`config.mk`:
```
export PLATFORM = sky130hd
export DESIGN_NAME = warp_dispatch_flat
export DESIGN_NICKNAME = d
export VERILOG_FILES = /design/src/rtl/warp_dispatch_if.sv /design/src/rtl/warp_dispatch.sv /design/src/flat_wrapper.sv
export SDC_FILE = /design/constraint.sdc
export NUM_CORES = 1
export LEC_CHECK = 0
export ABC_AREA = 1
export BUFFER_PORTS_ARGS = -buffer_cell sky130_fd_sc_hd__buf_4
export CORE_MARGIN = 3
export CORE_UTILIZATION = 49
export CTS_CLUSTER_SIZE = 30
export DETAILED_ROUTE_END_ITERATION = 6
export MAX_ROUTING_LAYER = met4
export PLACE_DENSITY = 0.76
export RECOVER_POWER = 25
export SYNTH_ARGS = -nofsm -noshare
export SYNTH_HDL_FRONTEND = slang
export SYNTH_SLANG_ARGS = --single-unit
```
`constraint.sdc`:
```
create_clock -name clk -period 2.3 [get_ports clk]
set_input_delay 0.23 -clock clk [delete_from_list [all_inputs] [get_ports clk]]
set_output_delay 0.23 -clock clk [all_outputs]
set_load 0.05 [all_outputs]
```
`src/rtl/warp_dispatch_if.sv`:
```
// warp_dispatch_if: groups the warp-table read port and the fetch-side dispatch handshake.
//   master : used by warp_dispatch (drives wt_read_en and the disp_* outputs)
//   slave  : used by the environment (warp_table responder and fetch stage)
// Signals
//   wt_read_en    pop request to warp_table
//   wt_read_data  entry returned by warp_table {pc, mask, wid}
//   wt_read_valid wt_read_data valid this cycle
//   wt_fifo_empty warp_table holds no entries
//   disp_valid    dispatch entry available
//   disp_ready    fetch stage accepts entry
//   disp_pc/disp_mask/disp_wid  head entry fields
interface warp_dispatch_if #(
   parameter int unsigned PC_W   = 32,
   parameter int unsigned MASK_W = 8,
   parameter int unsigned WID_W  = 4
);
   localparam int unsigned DATA_W = PC_W + MASK_W + WID_W;

   logic              wt_read_en;
   logic [DATA_W-1:0] wt_read_data;
   logic              wt_read_valid;
   logic              wt_fifo_empty;
   logic              disp_valid;
   logic              disp_ready;
   logic [PC_W-1:0]   disp_pc;
   logic [MASK_W-1:0] disp_mask;
   logic [WID_W-1:0]  disp_wid;

   modport master (
      output wt_read_en,
      input  wt_read_data,
      input  wt_read_valid,
      input  wt_fifo_empty,
      output disp_valid,
      input  disp_ready,
      output disp_pc,
      output disp_mask,
      output disp_wid
   );

   modport slave (
      input  wt_read_en,
      output wt_read_data,
      output wt_read_valid,
      output wt_fifo_empty,
      input  disp_valid,
      output disp_ready,
      input  disp_pc,
      input  disp_mask,
      input  disp_wid
   );
endinterface

```
`src/rtl/warp_dispatch.sv`:
```
// warp_dispatch: consumer end of the warp table. Pops entries (one read outstanding at most),
// drops entries with an all-zero thread mask, buffers the rest in an in-order skid queue and
// presents the head to fetch on a valid/ready handshake. flush drops buffered and in-flight
// entries.
// Ports
//   clk, rst   clock and synchronous active-high reset
//   bus        warp_dispatch_if.master: warp-table read port + dispatch handshake
//   flush      drop queue contents and any in-flight response
//   proto_err  sticky: wt_read_valid seen with no read outstanding (cleared by rst only)
// Optional feature (macro WARP_DISPATCH_STATS_EN):
//   disp_count   saturating count of dispatched entries
//   stall_count  saturating count of disp_valid & ~disp_ready cycles
module warp_dispatch #(
   parameter int unsigned DATA_W    = 44,
   parameter int unsigned PC_W      = 32,
   parameter int unsigned MASK_W    = 8,
   parameter int unsigned WID_W     = 4,
   parameter int unsigned BUF_DEPTH = 2
) (
   input  logic           clk,
   input  logic           rst,
   warp_dispatch_if.master bus,
   input  logic           flush,
   output logic           proto_err
`ifdef WARP_DISPATCH_STATS_EN
   ,
   output logic [31:0]    disp_count,
   output logic [31:0]    stall_count
`endif
);
   localparam int unsigned PTR_W = $clog2(BUF_DEPTH);
   localparam int unsigned OCC_W = PTR_W + 1;

   typedef enum logic [1:0] {StIdle, StWaitRsp, StDiscard} state_e;

   state_e            state_q, state_d;
   logic [DATA_W-1:0] mem_q [BUF_DEPTH];
   logic [PTR_W-1:0]  wr_ptr_q, wr_ptr_d, rd_ptr_q, rd_ptr_d;
   logic [OCC_W-1:0]  occ_q, occ_d, occ_upd;
   logic              proto_err_q, proto_err_d;
   logic              disp_valid, enq, pop, pending, rd_en;
   logic [OCC_W:0]    occ_ahead;
   logic [DATA_W-1:0] head;

   assign disp_valid = (occ_q != '0);
   assign pending    = (state_q == StWaitRsp) & ~bus.wt_read_valid;
   // Zero-mask entries carry no active threads and are never queued.
   assign enq = (state_q == StWaitRsp) & bus.wt_read_valid & ~flush &
                (bus.wt_read_data[WID_W +: MASK_W] != '0);
   assign pop = disp_valid & bus.disp_ready & ~flush;

   // Occupancy after this edge; the response landing this cycle is counted so a
   // back-to-back read can never find the queue full when its data returns.
   assign occ_upd   = occ_q + OCC_W'(enq) - OCC_W'(pop);
   assign occ_ahead = {1'b0, occ_upd} + (OCC_W+1)'(pending);

   assign rd_en = ~rst & ~flush & ~bus.wt_fifo_empty &
                  ((state_q == StIdle) | ((state_q == StWaitRsp) & bus.wt_read_valid)) &
                  (occ_ahead < (OCC_W+1)'(BUF_DEPTH));

   always_comb begin
      state_d = state_q;
      unique case (state_q)
         StIdle: begin
            if (rd_en) state_d = StWaitRsp;
         end
         StWaitRsp: begin
            if (bus.wt_read_valid) state_d = rd_en ? StWaitRsp : StIdle;
            else if (flush)        state_d = StDiscard;
         end
         StDiscard: begin
            if (bus.wt_read_valid) state_d = StIdle;
         end
         default: state_d = StIdle;
      endcase
   end

   always_comb begin
      occ_d       = occ_upd;
      wr_ptr_d    = wr_ptr_q;
      rd_ptr_d    = rd_ptr_q;
      proto_err_d = proto_err_q | ((state_q == StIdle) & bus.wt_read_valid);
      if (flush) begin
         occ_d    = '0;
         wr_ptr_d = '0;
         rd_ptr_d = '0;
      end else begin
         if (enq) wr_ptr_d = wr_ptr_q + PTR_W'(1);
         if (pop) rd_ptr_d = rd_ptr_q + PTR_W'(1);
      end
   end

   always_ff @(posedge clk) begin
      if (rst) begin
         state_q     <= StIdle;
         occ_q       <= '0;
         wr_ptr_q    <= '0;
         rd_ptr_q    <= '0;
         proto_err_q <= 1'b0;
         for (int i = 0; i < BUF_DEPTH; i++) mem_q[i] <= '0;
      end else begin
         state_q     <= state_d;
         occ_q       <= occ_d;
         wr_ptr_q    <= wr_ptr_d;
         rd_ptr_q    <= rd_ptr_d;
         proto_err_q <= proto_err_d;
         if (enq) mem_q[wr_ptr_q] <= bus.wt_read_data;
      end
   end

   assign head           = mem_q[rd_ptr_q];
   assign bus.wt_read_en = rd_en;
   assign bus.disp_valid = disp_valid;
   assign bus.disp_pc    = head[DATA_W-1 -: PC_W];
   assign bus.disp_mask  = head[WID_W +: MASK_W];
   assign bus.disp_wid   = head[WID_W-1:0];
   assign proto_err      = proto_err_q;

`ifdef WARP_DISPATCH_STATS_EN
   logic [31:0] disp_count_q, stall_count_q;

   always_ff @(posedge clk) begin
      if (rst) begin
         disp_count_q  <= '0;
         stall_count_q <= '0;
      end else begin
         if (pop && disp_count_q != '1) disp_count_q <= disp_count_q + 32'd1;
         if (disp_valid && !bus.disp_ready && stall_count_q != '1)
            stall_count_q <= stall_count_q + 32'd1;
      end
   end

   assign disp_count  = disp_count_q;
   assign stall_count = stall_count_q;
`endif
endmodule

```
`src/flat_wrapper.sv`:
```
// flat-port wrapper written by rule: the top's interface ports become plain ports
module warp_dispatch_flat 
#(
   parameter int unsigned DATA_W    = 44,
   parameter int unsigned PC_W      = 32,
   parameter int unsigned MASK_W    = 8,
   parameter int unsigned WID_W     = 4,
   parameter int unsigned BUF_DEPTH = 2
)
  (clk, rst, flush, proto_err, bus_wt_read_en, bus_wt_read_data, bus_wt_read_valid, bus_wt_fifo_empty, bus_disp_valid, bus_disp_ready, bus_disp_pc, bus_disp_mask, bus_disp_wid);
  warp_dispatch_if #(.PC_W(PC_W), .MASK_W(MASK_W), .WID_W(WID_W)) bus_i ();
  input  logic clk;
  input  logic rst;
  input  logic flush;
  output logic proto_err;
  output wire logic [$bits(bus_i.wt_read_en)-1:0] bus_wt_read_en;
  input wire logic [$bits(bus_i.wt_read_data)-1:0] bus_wt_read_data;
  input wire logic [$bits(bus_i.wt_read_valid)-1:0] bus_wt_read_valid;
  input wire logic [$bits(bus_i.wt_fifo_empty)-1:0] bus_wt_fifo_empty;
  output wire logic [$bits(bus_i.disp_valid)-1:0] bus_disp_valid;
  input wire logic [$bits(bus_i.disp_ready)-1:0] bus_disp_ready;
  output wire logic [$bits(bus_i.disp_pc)-1:0] bus_disp_pc;
  output wire logic [$bits(bus_i.disp_mask)-1:0] bus_disp_mask;
  output wire logic [$bits(bus_i.disp_wid)-1:0] bus_disp_wid;
  assign bus_wt_read_en = bus_i.wt_read_en;
  assign bus_i.wt_read_data = bus_wt_read_data;
  assign bus_i.wt_read_valid = bus_wt_read_valid;
  assign bus_i.wt_fifo_empty = bus_wt_fifo_empty;
  assign bus_disp_valid = bus_i.disp_valid;
  assign bus_i.disp_ready = bus_disp_ready;
  assign bus_disp_pc = bus_i.disp_pc;
  assign bus_disp_mask = bus_i.disp_mask;
  assign bus_disp_wid = bus_i.disp_wid;
  warp_dispatch #(.DATA_W(DATA_W), .PC_W(PC_W), .MASK_W(MASK_W), .WID_W(WID_W), .BUF_DEPTH(BUF_DEPTH)) u_core (.clk(clk), .rst(rst), .bus(bus_i), .flush(flush), .proto_err(proto_err));
endmodule
```
==> impl_metrics.py <==
metrics = {
    "floorplan": {
        "dieArea_sq_mm": 0.009906,
        "die_y_microns": 99.53,
        "fp.dieW_microns": 99.53,
        "io_pins": 97,
        "start_util_pct": 51.40,
        "rows": 33,
        "core-area_sq_mm": 0.008341,
    },
    "logic_synthesis": {
        "syn_avg_cell_area_sq_um": 12.35,
        "ys_ff_latch": 96,
        "ys_seq_area_share_pct": 65.38,
        "synth.distinct_cells": 21,
        "syn_nets": 399,
        "yosys_warnings": 0,
        "synthCells": 347,
        "synth_area_sq_mm": 0.004287,
    },
    "routing": {
        "via_count": 2847,
        "drtIter0Drc": 78,
        "drtAntennaViolNets": 0,
        "drt-wirelength-per-cell_microns": 15.04,
        "drt-met1-wl_mm": 3.514,
        "viasPerCell": 5.030,
        "routed.top_layer": "met4",
        "drc": 0,
        "met2_length_mm": 4.408,
        "wirelength_mm": 8.510,
        "first_pass_iters": 4,
        "dr_wl_met3_microns": 445,
    },
    "cts": {
        "clk_pin_slew_ns": 0.09,
        "htreeDepth": 3,
        "cts_buffers": 9,
        "clock_latency_ns": 0.34,
        "cts_sinks": 96,
        "clock_path_buffers": 2,
        "ctsHoldBuffers": 0,
        "cts_root_buf": "clkbuf_8",
        "cts_tree": "done",
    },
    "global_route": {
        "grt_pass1_vias": 2866,
        "grt_start_max_net_pins": 30,
        "gr-total-overflow": 0,
        "track_usage_pct": 17.72,
        "antenna_found_initial": 0,
        "grt_pass1_wl_mm": 13.39,
    },
    "worst_setup_path": {
        "ff2ff_setup_slack_ns": 0.57,
        "cpMaxStageDelayCell": "dfxtp_2",
        "critPathMaxFanout": 2,
        "r2r_start": "u_core.state_q[1]$_SDFFE_PP0P_",
        "reg2reg_depth": 6,
        "critPathMostFrequentCell": "inv_2",
        "path_buf_inv": 5,
        "crit_cells": 15,
        "r2r-end": "u_core.mem_q[1][19]$_SDFFCE_PN0P_",
        "crit_start": "u_core.occ_q[1]$_SDFF_PP0_",
        "max_stage_delay_ns": 0.34,
        "cp-endpoint": "bus_wt_read_en",
        "start_kind": "register",
        "path_class": "reg -> out",
        "cp_cell_sequence": "inv_2, nand2_2, nand2_2, nor2_2, ha_4, inv_2, ha_4, inv_2, nand2_1, nand2_1, nand2_1, nand2_2, nand3_2, inv_2, buf_8",
        "crit_arrival_ns": 1.99,
        "path_delay_family": "simple AND/OR/NAND/NOR gates",
        "endpoint_kind": "primary output",
        "required_ns": 2.07,
    },
    "worst_hold_path": {
        "worst_hold_path_type": "in -> reg",
    },
    "power": {
        "peakVddDrop_mv": 0.3420,
        "comb_power_share_pct": 10.9,
        "internal_power_mw": 2.598,
        "power_leakage_nw": 2.398,
        "netSwitchingPower_uw": 837.0,
        "power_frac_clock_pct": 31.7,
        "power_frac_seq_pct": 57.4,
        "powerDensity_mw_per_mm2": 634.4,
        "switching_share_pct": 24.36,
    },
    "cells_and_area": {
        "drive_gt1_share_pct": 47.29,
        "syn2layout_area_growth_pct": 26.33,
        "n_antenna_cell": 0,
        "final_cell_mix": "108 x buf_4, 88 x edfxtp_1, 74 x nor2_1, 54 x inv_1, 44 x mux2_2",
        "final_area_sq_mm": 0.005415,
        "n_fill_cell": 632,
        "nets": 508,
        "final_common_cell": "buf_4",
    },
    "timing": {
        "finalMaxSlewViolations": 0,
        "finalCritPeriodShare_pct": 96.71,
        "min_period_ns": 2.224,
        "worst_slew_pin_slew_ns": 0.4315,
        "setup_viol": 0,
        "hold_violations": 0,
        "finalClockSkew_ns": 0.008434,
        "whs_ns": 0.07350,
        "slew_headroom_pct": 71.23,
        "fmax_mhz": 449.6,
        "setup_slack_ns": 0.07570,
    },
    "placed_design": {
        "place_hpwl_mm": 5.649,
        "placed_area_sq_mm": 0.005124,
        "io_buffers": 96,
        "routabilityCongestion": 0.7696,
        "place_ws_ns": 0.3401,
    },
    "run_status": {
        "status": "complete, no violations",
    },
    "run": {
        "drv_cap": 0,
    },
}
per-layer routing:
metal	vias to the layer above	GRT usage, %
met5	-	-
met4	0	5.672
met3	15	3.647
met2	92	29.86
met1	1392	21.47
li1	1348	-
per-stage QoR:
stage          std cells  total power [mW]  util, %  setup TNS [ns]
6_report             566             3.435    64.93               0
5_1_grt              566             3.549    64.93        -0.05291
4_1_cts              560             3.449    63.85               0
3_5_place_dp         544             2.384    61.43               0
3_3_place_gp         544             2.375    61.43               0
2_1_floorplan        347             2.227        -               0
kinds of logic (layout without fill, tap and decap cells):
family                   count (synthesis)  in the layout  synth area share [%]
flip-flops                              96             96                 65.38
adder cells (fa/ha/maj)                  2              2                0.5837
buffers and inverters                   72            186                 7.822
multiplexers                            44             44                 11.56
AND/OR/NAND/NOR                        126            126                 13.81
AO/OA/AOI/OAI                            7              7                0.8466
power by group through the flow:
stage	Sequential, mW	Clock, mW	Combinational, mW
after global routing	1.98	1.17	0.401
final	1.97	1.09	0.375
after CTS	1.97	1.10	0.375
after global placement	2.01	0	0.369
after detailed placement	2.01	0	0.372
after floorplan	2.01	0	0.215
cells in the mapped netlist:
library cell | number | area, sq um
nand2_1 | 16 | 60.06
nor3_1 | 1 | 5.000
clkbuf_1 | 1 | 3.750
ha_1 | 2 | 25.02
nand3b_4 | 1 | 20.02
nor2_1 | 75 | 281.5
nor2_4 | 1 | 11.26
o21ai_0 | 2 | 10.01
inv_1 | 59 | 221.5
nand3_1 | 3 | 15.01
dfxtp_1 | 8 | 160.2
buf_2 | 4 | 20.02
buf_6 | 8 | 90.09
nand4_2 | 1 | 12.51
nand3_4 | 1 | 17.52
nand4_1 | 1 | 6.260
nor2_2 | 26 | 162.7
edfxtp_1 | 88 | 2643
a31oi_1 | 1 | 6.260
mux2_2 | 44 | 495.5
a21oi_1 | 4 | 20.02
flip-flops by register name, indices dropped and copies added (netlist names), named ones only:
name and count:
u_core.proto_err 1, u_core.rd_ptr_q 1, u_core.occ_q 2, u_core.wr_ptr_q 1
u_core.state_q 2, u_core.mem_q 88
final cells by class:
| cell class | count | area [sq um] | area share [%] |
|---|---|---|---|
| clock buffer | 9 | 123.9 | 2.287 |
| clock inverter | 7 | 70.07 | 1.294 |
| sequential | 96 | 2806 | 51.83 |
| inverter | 59 | 221.5 | 4.090 |
| multi-input combinational | 179 | 1196 | 22.09 |
| tap | 105 | 131.4 | 2.426 |
| timing repair buffer | 111 | 865.8 | 15.99 |
worst min-delay path by stage:
stage	cells after the start	slack, ns	end	from
floorplan	1	0.30	u_core.state_q[0]$_SDFFE_PP0P_	rst
global placement	2	0.43	u_core.state_q[1]$_SDFFE_PP0P_	rst
detailed placement	2	0.43	u_core.state_q[1]$_SDFFE_PP0P_	rst
CTS	2	0.05	u_core.state_q[1]$_SDFFE_PP0P_	rst
global route	2	0.05	u_core.state_q[1]$_SDFFE_PP0P_	rst
finish	2	0.07	u_core.state_q[1]$_SDFFE_PP0P_	rst
what timing repair did:
| item | in CTS | in global routing |
|---|---|---|
| resized for setup | 3 | 15 |
| buffers inserted | 0 | 6 |
| endpoints found under the setup margin | 1 | 1 |
| pin swaps | 0 | 6 |
No activity file was read; power rests on OpenSTA's default activity.
